## src/rtl/xrv_mdu_seq.sv

```systemverilog
// Sequential RV32M multiply/divide unit: one operand bit per cycle, 32 iterations per op.
// Divide-by-zero and signed overflow are resolved at accept time without iterating.
module xrv_mdu_seq (
    input  logic        clk,
    input  logic        rst,
    input  logic        kill,
    input  logic        in_valid,
    output logic        in_ready,
    input  logic [31:0] a,
    input  logic [31:0] b,
    input  logic [2:0]  optype,
    output logic [31:0] result,
    output logic        result_valid,
    input  logic        result_ready
);

    typedef enum logic [1:0] {IDLE, CALC, DONE} state_t;

    state_t      state, state_nxt;
    logic [5:0]  cnt;
    logic [2:0]  op;
    logic        neg_q, neg_r;
    logic [31:0] hi, lo, mag_b;

    logic        accept, sign_a, sign_b, neg_a, neg_b, special;
    logic [31:0] mag_a_in, mag_b_in, special_res;
    logic [32:0] mul_sum, rem_sh, diff;
    logic [31:0] hi_nxt, lo_nxt, quo, rem;
    logic [63:0] prod;
    logic [31:0] final_res;

    // Operand decode: signedness follows funct3, magnitudes feed the unsigned core
    always_comb begin
        accept   = in_valid & in_ready & ~kill;
        sign_a   = (optype == 3'd1) | (optype == 3'd2) | (optype == 3'd4) | (optype == 3'd6);
        sign_b   = (optype == 3'd1) | (optype == 3'd4) | (optype == 3'd6);
        neg_a    = sign_a & a[31];
        neg_b    = sign_b & b[31];
        mag_a_in = neg_a ? -a : a;
        mag_b_in = neg_b ? -b : b;
        special  = optype[2] & ((b == 32'd0) |
                   (~optype[0] & (a == 32'h8000_0000) & (b == 32'hFFFF_FFFF)));
        if (b == 32'd0)
            special_res = optype[1] ? a : 32'hFFFF_FFFF;
        else
            special_res = optype[1] ? 32'd0 : 32'h8000_0000;
    end

    // One iteration: lo holds the multiplier (then product low) or the dividend (then quotient)
    always_comb begin
        mul_sum = lo[0] ? ({1'b0, hi} + {1'b0, mag_b}) : {1'b0, hi};
        rem_sh  = {hi, lo[31]};
        diff    = rem_sh - {1'b0, mag_b};
        if (op[2]) begin
            hi_nxt = diff[32] ? rem_sh[31:0] : diff[31:0];
            lo_nxt = {lo[30:0], ~diff[32]};
        end else begin
            hi_nxt = mul_sum[32:1];
            lo_nxt = {mul_sum[0], lo[31:1]};
        end
        prod = {hi_nxt, lo_nxt};
        if (neg_q)
            prod = -prod;
        quo = neg_q ? -lo_nxt : lo_nxt;
        rem = neg_r ? -hi_nxt : hi_nxt;
        if (op[2])
            final_res = op[1] ? rem : quo;
        else
            final_res = (op == 3'd0) ? prod[31:0] : prod[63:32];
    end

    always_ff @(posedge clk) begin
        if (rst)
            state <= IDLE;
        else
            state <= state_nxt;
    end

    always_comb begin
        state_nxt = state;
        if (kill) begin
            state_nxt = IDLE;
        end else begin
            case (state)
                IDLE:    if (accept) state_nxt = special ? DONE : CALC;
                CALC:    if (cnt == 6'd31) state_nxt = DONE;
                DONE:    if (result_ready) state_nxt = IDLE;
                default: state_nxt = IDLE;
            endcase
        end
    end

    always_comb begin
        in_ready     = (state == IDLE) & ~rst;
        result_valid = (state == DONE);
    end

    // The last iteration's edge also applies the sign fix and loads the result
    always_ff @(posedge clk) begin
        if (rst) begin
            cnt    <= 6'd0;
            op     <= 3'd0;
            neg_q  <= 1'b0;
            neg_r  <= 1'b0;
            hi     <= 32'd0;
            lo     <= 32'd0;
            mag_b  <= 32'd0;
            result <= 32'd0;
        end else if (accept) begin
            cnt   <= 6'd0;
            op    <= optype;
            neg_q <= neg_a ^ neg_b;
            neg_r <= neg_a;
            hi    <= 32'd0;
            lo    <= mag_a_in;
            mag_b <= mag_b_in;
            if (special)
                result <= special_res;
        end else if ((state == CALC) && !kill) begin
            hi  <= hi_nxt;
            lo  <= lo_nxt;
            cnt <= cnt + 6'd1;
            if (cnt == 6'd31)
                result <= final_res;
        end
    end

endmodule

```

## config.mk

```make
export PLATFORM = sky130hd
export DESIGN_NAME = xrv_mdu_seq
export DESIGN_NICKNAME = d
export VERILOG_FILES = /design/src/rtl/xrv_mdu_seq.sv
export SDC_FILE = /design/constraint.sdc
export NUM_CORES = 1
export LEC_CHECK = 0
export BUFFER_PORTS_ARGS = -buffer_cell sky130_fd_sc_hd__clkbuf_2
export CAP_MARGIN = 15
export CORE_MARGIN = 1.5
export CORE_UTILIZATION = 25
export DETAILED_ROUTE_END_ITERATION = 8
export PLACE_DENSITY = 0.5
export SLEW_MARGIN = 25
export SYNTH_ARGS = -nofsm -noshare
export SYNTH_HDL_FRONTEND = slang
export SYNTH_SLANG_ARGS = --single-unit
```

## constraint.sdc

```tcl
create_clock -name clk -period 7.3 [get_ports clk]
set_clock_uncertainty 0.15 [all_clocks]
set_input_delay 0.365 -clock clk [delete_from_list [all_inputs] [get_ports clk]]
set_output_delay 0.365 -clock clk [all_outputs]
set_load 0.01 [all_outputs]
```

Yosys cells after proc, flatten, opt, wreduce, memory -nomap -nowiden --
Index checks and enable logic that the tools add are counted.
Storage, ports and cells: logic and storage cells 86, register bits after elaboration 141, output and inout bits 34, bits of input ports 72
Operators by class: equality and inequality tests 13, bitwise operators 19, reduce and logical (&&, ||, !) cells 11, muxes and demuxes 26, add/subtract/negate cells 8
Operators by type and width (count):
- $mux W32 | 19
- $neg A32 Y32 | 4
- $eq A32 B32 Y1 const B | 2
- $mux W64 | 1
- $neg A64 Y64 | 1
- $add A32 B32 Y33 | 1
- $mux W33 | 1
- $sub A33 B32 Y33 | 1
- $logic_not A32 Y1 | 1
- $and A1 B1 Y1 | 8
- $mux W2 | 4
- $add A6 B1 Y6 const B | 1
- $eq A3 B3 Y1 const B | 2
- $eq A6 B5 Y1 const B | 1
- $or A1 B1 Y1 | 6
- $pmux W2 S3 | 1
- $reduce_and A3 Y1 | 2
- $ne A2 B1 Y1 const B | 2
- $ne A2 B2 Y1 const B | 2
- $not A1 Y1 | 4
- $reduce_bool A2 Y1 | 2
- $reduce_or A2 Y1 | 2
- $eq A3 B1 Y1 const B | 1
- $eq A3 B2 Y1 const B | 1
- 7 further kinds | 7

Longest topological paths before layout --
Gate-level depths: netlist of the first run.
word-level depth 10, mapped depth 25, gate-level depth less buffers 22

Worst setup path after synthesis of the first run --
No wires, ideal clock.
kind register to register, start reg op[2], end reg result[28], path buffers 11, slack 1.699 ns, stages on the path, launching flop included 24, period minus slack after synthesis 5.601 ns, data required time 7.025 ns, arrival time 5.326 ns, path through dfxtp_1 -> buf_2 -> buf_2 -> buf_2 -> buf_2 -> buf_2 -> buf_2 -> buf_2 -> buf_2 -> buf_2 -> buf_2 -> mux2i_1 -> ha_1 -> o211ai_1 -> or2_1 -> nor4_1 -> nand2_1 -> or2_1 -> clkbuf_1 -> nor2b_1 -> nand4_1 -> o41ai_1 -> nor2_1 -> o41a_1
Between the ends: cells in the longest elaborated chain, start to end 8
Ends and longest elaborated chain:
- start, declared | line 21 | logic [2:0] op;
- start signal, assigned | line 111 | op <= optype;
- $mux W32 | line 54 | if (op[2]) begin
- $neg A64 Y64 (tied with other cells) | line 63 | prod = -prod;
- $mux W64 (tied with other cells) | line 62 | if (neg_q)
- $mux W32, on equally long branches | line 69, 67
- $mux W32 (*) | line 66 | if (op[2])
- $mux W32 (*) | line 123 | if (cnt == 6'd31)
- $mux W32 (*) | line 119 | end else if ((state == CALC) && !kill) begin
- $mux W32 (*) | line 109 | end else if (accept) begin
- end signal, assigned | line 118 | result <= special_res;
- end signal, assigned | line 124 | result <= final_res;
- end, declared | line 12 | output logic [31:0] result,
Every way passes the cells marked *; elsewhere a longest branch is shown, timed or not. The select of a mux whose other input is x is not followed. A chain may end at the register's enable or synchronous reset.

Worst setup path after layout of the first run --
start reg lo[31], end reg result[28]
Between the ends: cells in the longest elaborated chain, start to end 10
Ends and longest elaborated chain:
- start, declared | line 23 | logic [31:0] hi, lo, mag_b;
- start signal, assigned | line 115 | lo <= mag_a_in;
- start signal, assigned | line 121 | lo <= lo_nxt;
- $sub A33 B32 Y33 | line 53 | diff = rem_sh - {1'b0, mag_b};
- $mux W32 / $not A1 Y1 (equally long branches) | line 55, 56
- $mux W32 | line 54
- $neg A64 Y64 (tied with other cells) | line 63
- $mux W64 (tied with other cells) | line 62
- $mux W32, on equally long branches | line 69, 67
- $mux W32 (*) | line 66
- $mux W32 (*) | line 123
- $mux W32 (*) | line 119
- $mux W32 (*) | line 109
Marks and branches as above.

==> out/results.env, run 1 <==
POST_SYNTH_MOST_FREQUENT_CELLS='243 x nor2_1, 238 x nand2_1, 194 x a21oi_1, 156 x o21ai_0, 141 x dfxtp_1'
ANTENNA_VIOLATING_NETS_POST_ROUTE=0
CTS_HOLD_REPAIR.BUFFERS=0
GRT_PASS1_WL_MM=110.5
CLASS_OF_THE_TIGHTEST_HOLD_OR_REMOVAL_CHECK='input pin to register'
CTS.SINKS=141
WIRE_PER_INST_UM=23.70
SYNTH_XOR_XNOR_AREA_SHARE=0.09775
CTS_SETUP_BUFFERS=0
INSERTEDDIODECOUNT=0
DP.FINAL_HPWL_MM=56.59
VIAS=17803
STATIC_LEAKAGE_nW=6.346
DIE_WIDTH_UM=253.4
WORSTSETUPPATHTYPE='register to register'
PATH_BUF_INV=2
AREA.SEQUENTIAL_UM2=2828
GRT_SETUP_UNREPAIRED='false'
FILLER_CELL_COUNT=6796
SYNTH_TOP_CELL_BY_AREA='dfxtp_1'
P_PER_AREA_nW_PER_UM2=153.0
GRT_ANTENNA_BEFORE_REPAIR=0
TIMING.CRITICAL_PATH.TO_TYPE='register'
GLOBALROUTE.TOTALOVERFLOW=0
CRIT_PATH_START_KIND='register'
PLACEMENT_ROWS=91
CTS-ROOT-BUF='clkbuf_16'
DIE_HEIGHT_UM=253.4
SYNTH_TOP_FAMILY_BY_AREA='compound AO/OA/AOI/OAI gates'
POST_SYNTH_ADDER_CELL_AREA=0.05841
EFFECTIVE_UTILIZATION_AT_FLOORPLAN=0.2536
TIMING.CRITICAL_PATH.REQUIRED_NS=7.52
GRT_UTIL_ALL_LAYERS=0.2282
CRIT_PATH_END='result[28]'
TRITONCTS_CLOCK_TREE='done'
POST-LAYOUT-TOTAL-POWER_mW=2.699
SETUP.WORST_PATH.START='lo[31]'
MAXIMUM_COUNT_OF_CLOCK_BUFFERS_ALONG_A_SINGLE_PATH=2
POST_SYNTHESIS_SHARE_OF_CELL_AREA_SPENT_ON_AND_OR_NAND_AND_NOR_GATES=0.2587
FIN_SETUP_TNS_NS=0
CP_DATA_ARRIVAL_TIME_NS=6.60
MAX_SLEW_MARGIN=0.3054
FIRST_ITER_VIOLATIONS=1856
SYNTH.AVG_CELL_AREA_UM2=7.035
DRT-PASS1-ITER-COUNT=8
SYNTH_COMPOUND_AREA_FRAC=0.3141
WORST_IR_DROP_VDD_mV=0.2089
TOTALWIRELENGTH_MM=73.74
CRITICAL_PATH.TOP_DELAY_FAMILY='compound AO/OA/AOI/OAI gates'
NUMBER_OF_ENABLE_TYPE_REGISTER_CELLS_IN_THE_SYNTHESIZED_NETLIST=0
TIMING_HOLD_VIOLATIONS_FINAL=0
ASYNCSETRESETFLOPFRACSYNTH=0
NETLIST_INSTANCES=2229
CRIT_PATH_TOP_DELAY_CELL='a31oi_4'
WORST-R2R-CELL-COUNT=22
H-TREE-DEPTH=4
YOSYS.CELL_TYPES.COUNT=109
CRIT-REG2REG-CAPTURE='result[28]'
CP_SLOWEST_STAGE_DELAY_NS=0.48
PLACEMENT.IO_BUFFERS=105
SETUP_VIOLATIONS=0
TOP_CELLS_BY_AREA_SYNTH='dfxtp_1 18%, a21oi_1 6.2%, xnor2_1 5.9%, nor2_1 5.8%, nand2_1 5.7%'
YS_SEQ_AREA_FRAC=0.1800
IO_PINS=106
CRIT_PATH_MAX_FANOUT=25
POST-SYNTH-TOP-COUNT-CELL='nor2_1'
TIGHTEST_SLEW_NS=1.038
FIRST_GLOBAL_VIAS=16958
SYNTH_MUX_AREA_FRAC=0.03320
PATH_CELLS='inv_1 -> ha_1 -> fa_1 -> nand2b_1 -> a21oi_2 -> o211ai_2 -> a31oi_4 -> o21a_4 -> nor2_1 -> a21oi_1 -> ha_1 -> o211ai_1 -> or2_1 -> nor4_1 -> nand2_1 -> or2_1 -> nor2b_1 -> buf_4 -> nand4_1 -> o41ai_1 -> nor2_1 -> o41a_1'
CTS-BUFFERS-INSERTED=17
TIMING.RR.START='lo[31]'
SYNTH_SEQ_CELLS=141
SYNTH.TOP_CELL.AREA_SHARE=0.1800
REG2REG_SLACK_NS=0.91
SYNTH_FLOP_CELL='dfxtp_1'
AREAGROWTHSYNTHTOFINISH_PCT=12.50
YOSYS_WARNINGS=0
MAX_FREQ_MHz=156.5
NETLIST_AREA_UM2=15680
MAX-CAP-VIOLATIONS=0
GATES_RESIZED_CTS_REPAIR=0
STATUS='complete, no violations'
WORST_SETUP_HOLD_PATH_CLK_SLEW_NS=0.07
CLOCK_LATENCY_NS=0.48
DRIVE_GT1_FRAC=0.1213
DIE_AREA_UM2=64230
PLACE_CONGESTION=1.001
SLEW_VIOLATIONS=0
FINAL_PERIOD_MINUS_WORST_SETUP_SLACK_NS=6.388
DRC=0
FINALNETCOUNT=2406
FLOORPLAN.CORE_AREA_UM2=61830
MULTI_INPUT_AREA_UM2=11980
FINALCRITPERIODSHARE=0.8751
CRITICAL_PATH_DEPTH=22
SYN_NETS=2373
GRT_START_MAX_NET_PINS=60
VIA_PER_INST=5.721
metrics by stage:
step	util	hold slack, ns	instance area (um^2)	worst slack [ns]	std cells
after global placement	0.2753	0.3036	17020	1.026	3080
final	0.2853	0.01939	17640	0.9115	3112
after floorplan	-	0.2986	15680	1.699	2229
after detailed placement	0.2754	0.3029	17030	1.027	3080
after CTS	0.2853	0.01177	17640	0.9976	3112
after global routing	0.2853	0.02876	17640	0.5872	3112
cells by family (layout without fill, tap and decap cells):
logic type | count (synthesis) | after routing
AND/OR/NAND/NOR | 836 | 836
AO/OA/AOI/OAI | 738 | 738
buffers and inverters | 217 | 263
XOR/XNOR | 175 | 175
flip-flops | 141 | 141
adder cells (fa/ha/maj) | 72 | 72
multiplexers | 50 | 50
worst min-delay path, cell delays in order:
cell      delay [ns]
clkbuf_2        0.09
nand2_1         0.05
a311oi_1        0.08
metal layers:
metal  wire (um)  up-vias  GRT usage
met1       31790     8638     0.2972
met2       34090      760     0.3727
met3        5150      119    0.03927
met5           0        -          0
met4        2712        0    0.08845
li1            -     8286          -
worst min-delay path by stage:
| stage | from | to | slack, ns | cells past startpoint |
|---|---|---|---|---|
| 2_1_floorplan | mag_b[22] | mag_b[22] | 0.30 | 2 |
| 3_3_place_gp | result[31] | result[31] | 0.30 | 2 |
| 3_5_place_dp | result[15] | result[15] | 0.30 | 1 |
| 4_1_cts | a[1] | lo[1] | 0.01 | 3 |
| 5_1_grt | a[1] | lo[1] | 0.03 | 3 |
| 6_report | a[1] | lo[1] | 0.02 | 3 |
final cells by class:
type	instances	share of cell area
clock buffer	20	0.02710
clock inverter	12	0.007590
inverter	80	0.01702
multi-input combinational	1871	0.6791
sequential	141	0.1603
tap	837	0.05937
timing repair buffer	151	0.04951
cell usage in the layout, fill, tap and decap left out, types with 8 or more instances in the layout:
cell and n:
nor2_1 242, nand2_1 237, a21oi_1 194, o21ai_0 156
dfxtp_1 139, xnor2_1 105, clkbuf_2 104, inv_1 77
nor3_1 75, xor2_1 70, ha_1 70, a211oi_1 51
or3_1 47, buf_4 47, nand4_1 40, nand3_1 34
mux2i_1 34, o31ai_1 34, a31oi_1 32, nand2b_1 27
a221oi_1 27, nor4_1 25, o211ai_1 22, a21o_1 21
o21ai_1 19, clkbuf_16 18, o21a_1 17, and3_1 15
mux2_2 14, a22oi_1 13, nor2b_1 12, o41ai_1 12
o22ai_1 12, a21oi_2 10, a311oi_1 10, o221ai_1 10
and2_1 9, or4_1 8
flip-flops by register name, indices dropped and copies added (netlist names):
register	cells
op	3
hi	32
mag_b	32
neg_r	1
lo	32
state	2
neg_q	1
cnt	6
result	32
power breakdown:
| part | total (mW) | switching, mW | internal (mW) |
|---|---|---|---|
| sequential | 0.822 | 0.0285 | 0.793 |
| clock | 0.961 | 0.418 | 0.543 |
| combinational | 0.916 | 0.616 | 0.299 |
No activity file was read; power rests on OpenSTA's default activity.
==> run 2, diff against run 1 <==
Settings changed: MAX_ROUTING_LAYER from default to met4.
==> run 2 against run 1 <==
Effect of this change: sequential cell count is the same; non-clock buffer count shrank 4; critical endpoint unchanged; largest power group is now combinational cells; hold slack lost 0.0017 ns; via count grew 0.48%; count of clock-buffer cells in the layout shrank 3; global-route usage grew 0.49 points; register-to-register slack lost 0.24 ns.
==> out/results.env, run 2 (synthesis gave the netlist of run 1 again) <==
GRT_SETUP_UNREPAIRED='false'
ANTENNA_VIOLATING_NETS_POST_ROUTE=0
GRT_PASS1_WL_MM=110.0
GRT_ANTENNA_BEFORE_REPAIR=0
FIN_SETUP_TNS_NS=0
WORST_IR_DROP_VDD_mV=0.1740
TIMING.CRITICAL_PATH.REQUIRED_NS=7.51
MULTI_INPUT_AREA_UM2=11970
PLACEMENT.IO_BUFFERS=105
TOTALWIRELENGTH_MM=73.20
DIE_AREA_UM2=64230
MAX_SLEW_MARGIN=0.2657
CP_DATA_ARRIVAL_TIME_NS=6.84
FLOORPLAN.CORE_AREA_UM2=61830
STATUS='complete, no violations'
STATIC_LEAKAGE_nW=6.280
MOST_COMMON_CELL_AFTER_LAYOUT_FILL_AND_TAPS_ASIDE='nor2_1'
WORST_SETUP_HOLD_PATH_CLK_SLEW_NS=0.07
GATES_RESIZED_CTS_REPAIR=0
AREAGROWTHSYNTHTOFINISH_PCT=11.69
REG2REG_SLACK_NS=0.67
CTS-ROOT-BUF='clkbuf_16'
STDCELL_COUNT=3107
FIRST_GLOBAL_VIAS=16994
CTS-BUFFERS-INSERTED=17
CRIT_PATH_START_KIND='register'
PLACE_CONGESTION=0.9565
TIMING_HOLD_VIOLATIONS_FINAL=0
FINALNETCOUNT=2402
WORSTSETUPPATHTYPE='register to register'
MOSTFREQUENTLAYOUTCELLS='242 x nor2_1, 238 x nand2_1, 194 x a21oi_1, 156 x o21ai_0, 139 x dfxtp_1'
FILLER_CELL_COUNT=6809
CTS.SINKS=141
GRT_START_MAX_NET_PINS=66
INSERTEDDIODECOUNT=0
CLASS_OF_THE_TIGHTEST_HOLD_OR_REMOVAL_CHECK='input pin to register'
TRITONCTS_CLOCK_TREE='done'
TIGHTEST_SLEW_NS=1.097
VIA_PER_INST=5.757
GRT_UTIL_ALL_LAYERS=0.2331
DRT-PASS1-ITER-COUNT=6
DIE_WIDTH_UM=253.4
FINALCRITPERIODSHARE=0.9085
IO_PINS=106
MAX_FREQ_MHz=150.8
CRIT_PATH_MAX_FANOUT=25
DP.FINAL_HPWL_MM=55.91
MAXIMUM_COUNT_OF_CLOCK_BUFFERS_ALONG_A_SINGLE_PATH=2
SETUP_VIOLATIONS=0
PLACEMENT_ROWS=91
VIAS=17888
TIMING.CRITICAL_PATH.TO_TYPE='register'
PLACED_CELLS_INCL_TAPS=3076
H-TREE-DEPTH=4
FINAL_PERIOD_MINUS_WORST_SETUP_SLACK_NS=6.632
CTS_HOLD_REPAIR.BUFFERS=0
DIE_HEIGHT_UM=253.4
GLOBALROUTE.TOTALOVERFLOW=0
SLEW_VIOLATIONS=0
DRC=0
AREA.SEQUENTIAL_UM2=2828
MAX-CAP-VIOLATIONS=0
P_PER_AREA_nW_PER_UM2=147.9
FIRST_ITER_VIOLATIONS=1936
DRIVE_GT1_FRAC=0.1185
EFFECTIVE_UTILIZATION_AT_FLOORPLAN=0.2536
CTS_SETUP_BUFFERS=0
CLOCK_LATENCY_NS=0.48
WIRE_PER_INST_UM=23.56
[run 2: power by group]
group | leakage (nW) | internal [mW] | switching, mW | total (mW)
registers | 1.14 | 0.793 | 0.0292 | 0.823
clock network | 0.255 | 0.432 | 0.423 | 0.855
logic | 4.88 | 0.298 | 0.615 | 0.913
[run 2: critical path, cell delays in order, from the launching register on]
cell and delay [ns]:
dfxtp_1 0.33, inv_1 0.08, ha_1 0.23, fa_1 0.41, nand2b_1 0.20, a21oi_2 0.24, o211ai_2 0.21, a31oi_4 0.46
o21a_4 0.45, nor2_1 0.21, a21oi_1 0.22, ha_1 0.24, o211ai_1 0.14, or2_1 0.30, nor4_1 0.42, nand2_1 0.18
or2_1 0.35, nor2b_1 0.44, nand4_1 0.31, o41ai_1 0.42, nor2_1 0.12, o41a_1 0.41
[run 2: layout make-up]
cell class                      instances  area share
Multi-Input combinational cell       1871      0.6836
Sequential cell                       141      0.1615
Tap cell                              837     0.05980
Timing Repair Buffer                  147     0.04815
Clock buffer                           17     0.02429
Inverter                               80     0.01715
Clock inverter                         14    0.005573
[run 2: worst paths after layout]
check / startpoint / depth (start not counted) / end
worst max register to register: lo[31] / 21 / result[28]
worst max-delay path: lo[31] / 21 / result[28]
worst min register to register: result[17] / 2 / result[17]
worst min-delay path: a[1] / 3 / lo[1]
[run 2: stage by stage]
step | utilization | power, mW | worst slack [ns] | instance area, um^2 | hold WS [ns]
after floorplan | - | 1.436 | 1.699 | 15680 | 0.2986
after global placement | 0.2748 | 1.726 | 0.9286 | 16990 | 0.3032
after detailed placement | 0.2748 | 1.725 | 0.8041 | 16990 | 0.3030
after CTS | 0.2833 | 2.574 | 0.7962 | 17510 | 0.009758
after global routing | 0.2833 | 2.691 | 0.3217 | 17510 | 0.03885
final | 0.2833 | 2.590 | 0.6682 | 17510 | 0.01768
[run 2: layer usage]
layer / vias to the layer above / track usage / wire length, um
met5: - / - / 0
met2: 766 / 0.3665 / 33740
li1: 8291 / - / -
met3: 134 / 0.03104 / 4524
met4: 0 / 0.1001 / 2939
met1: 8697 / 0.2979 / 32000
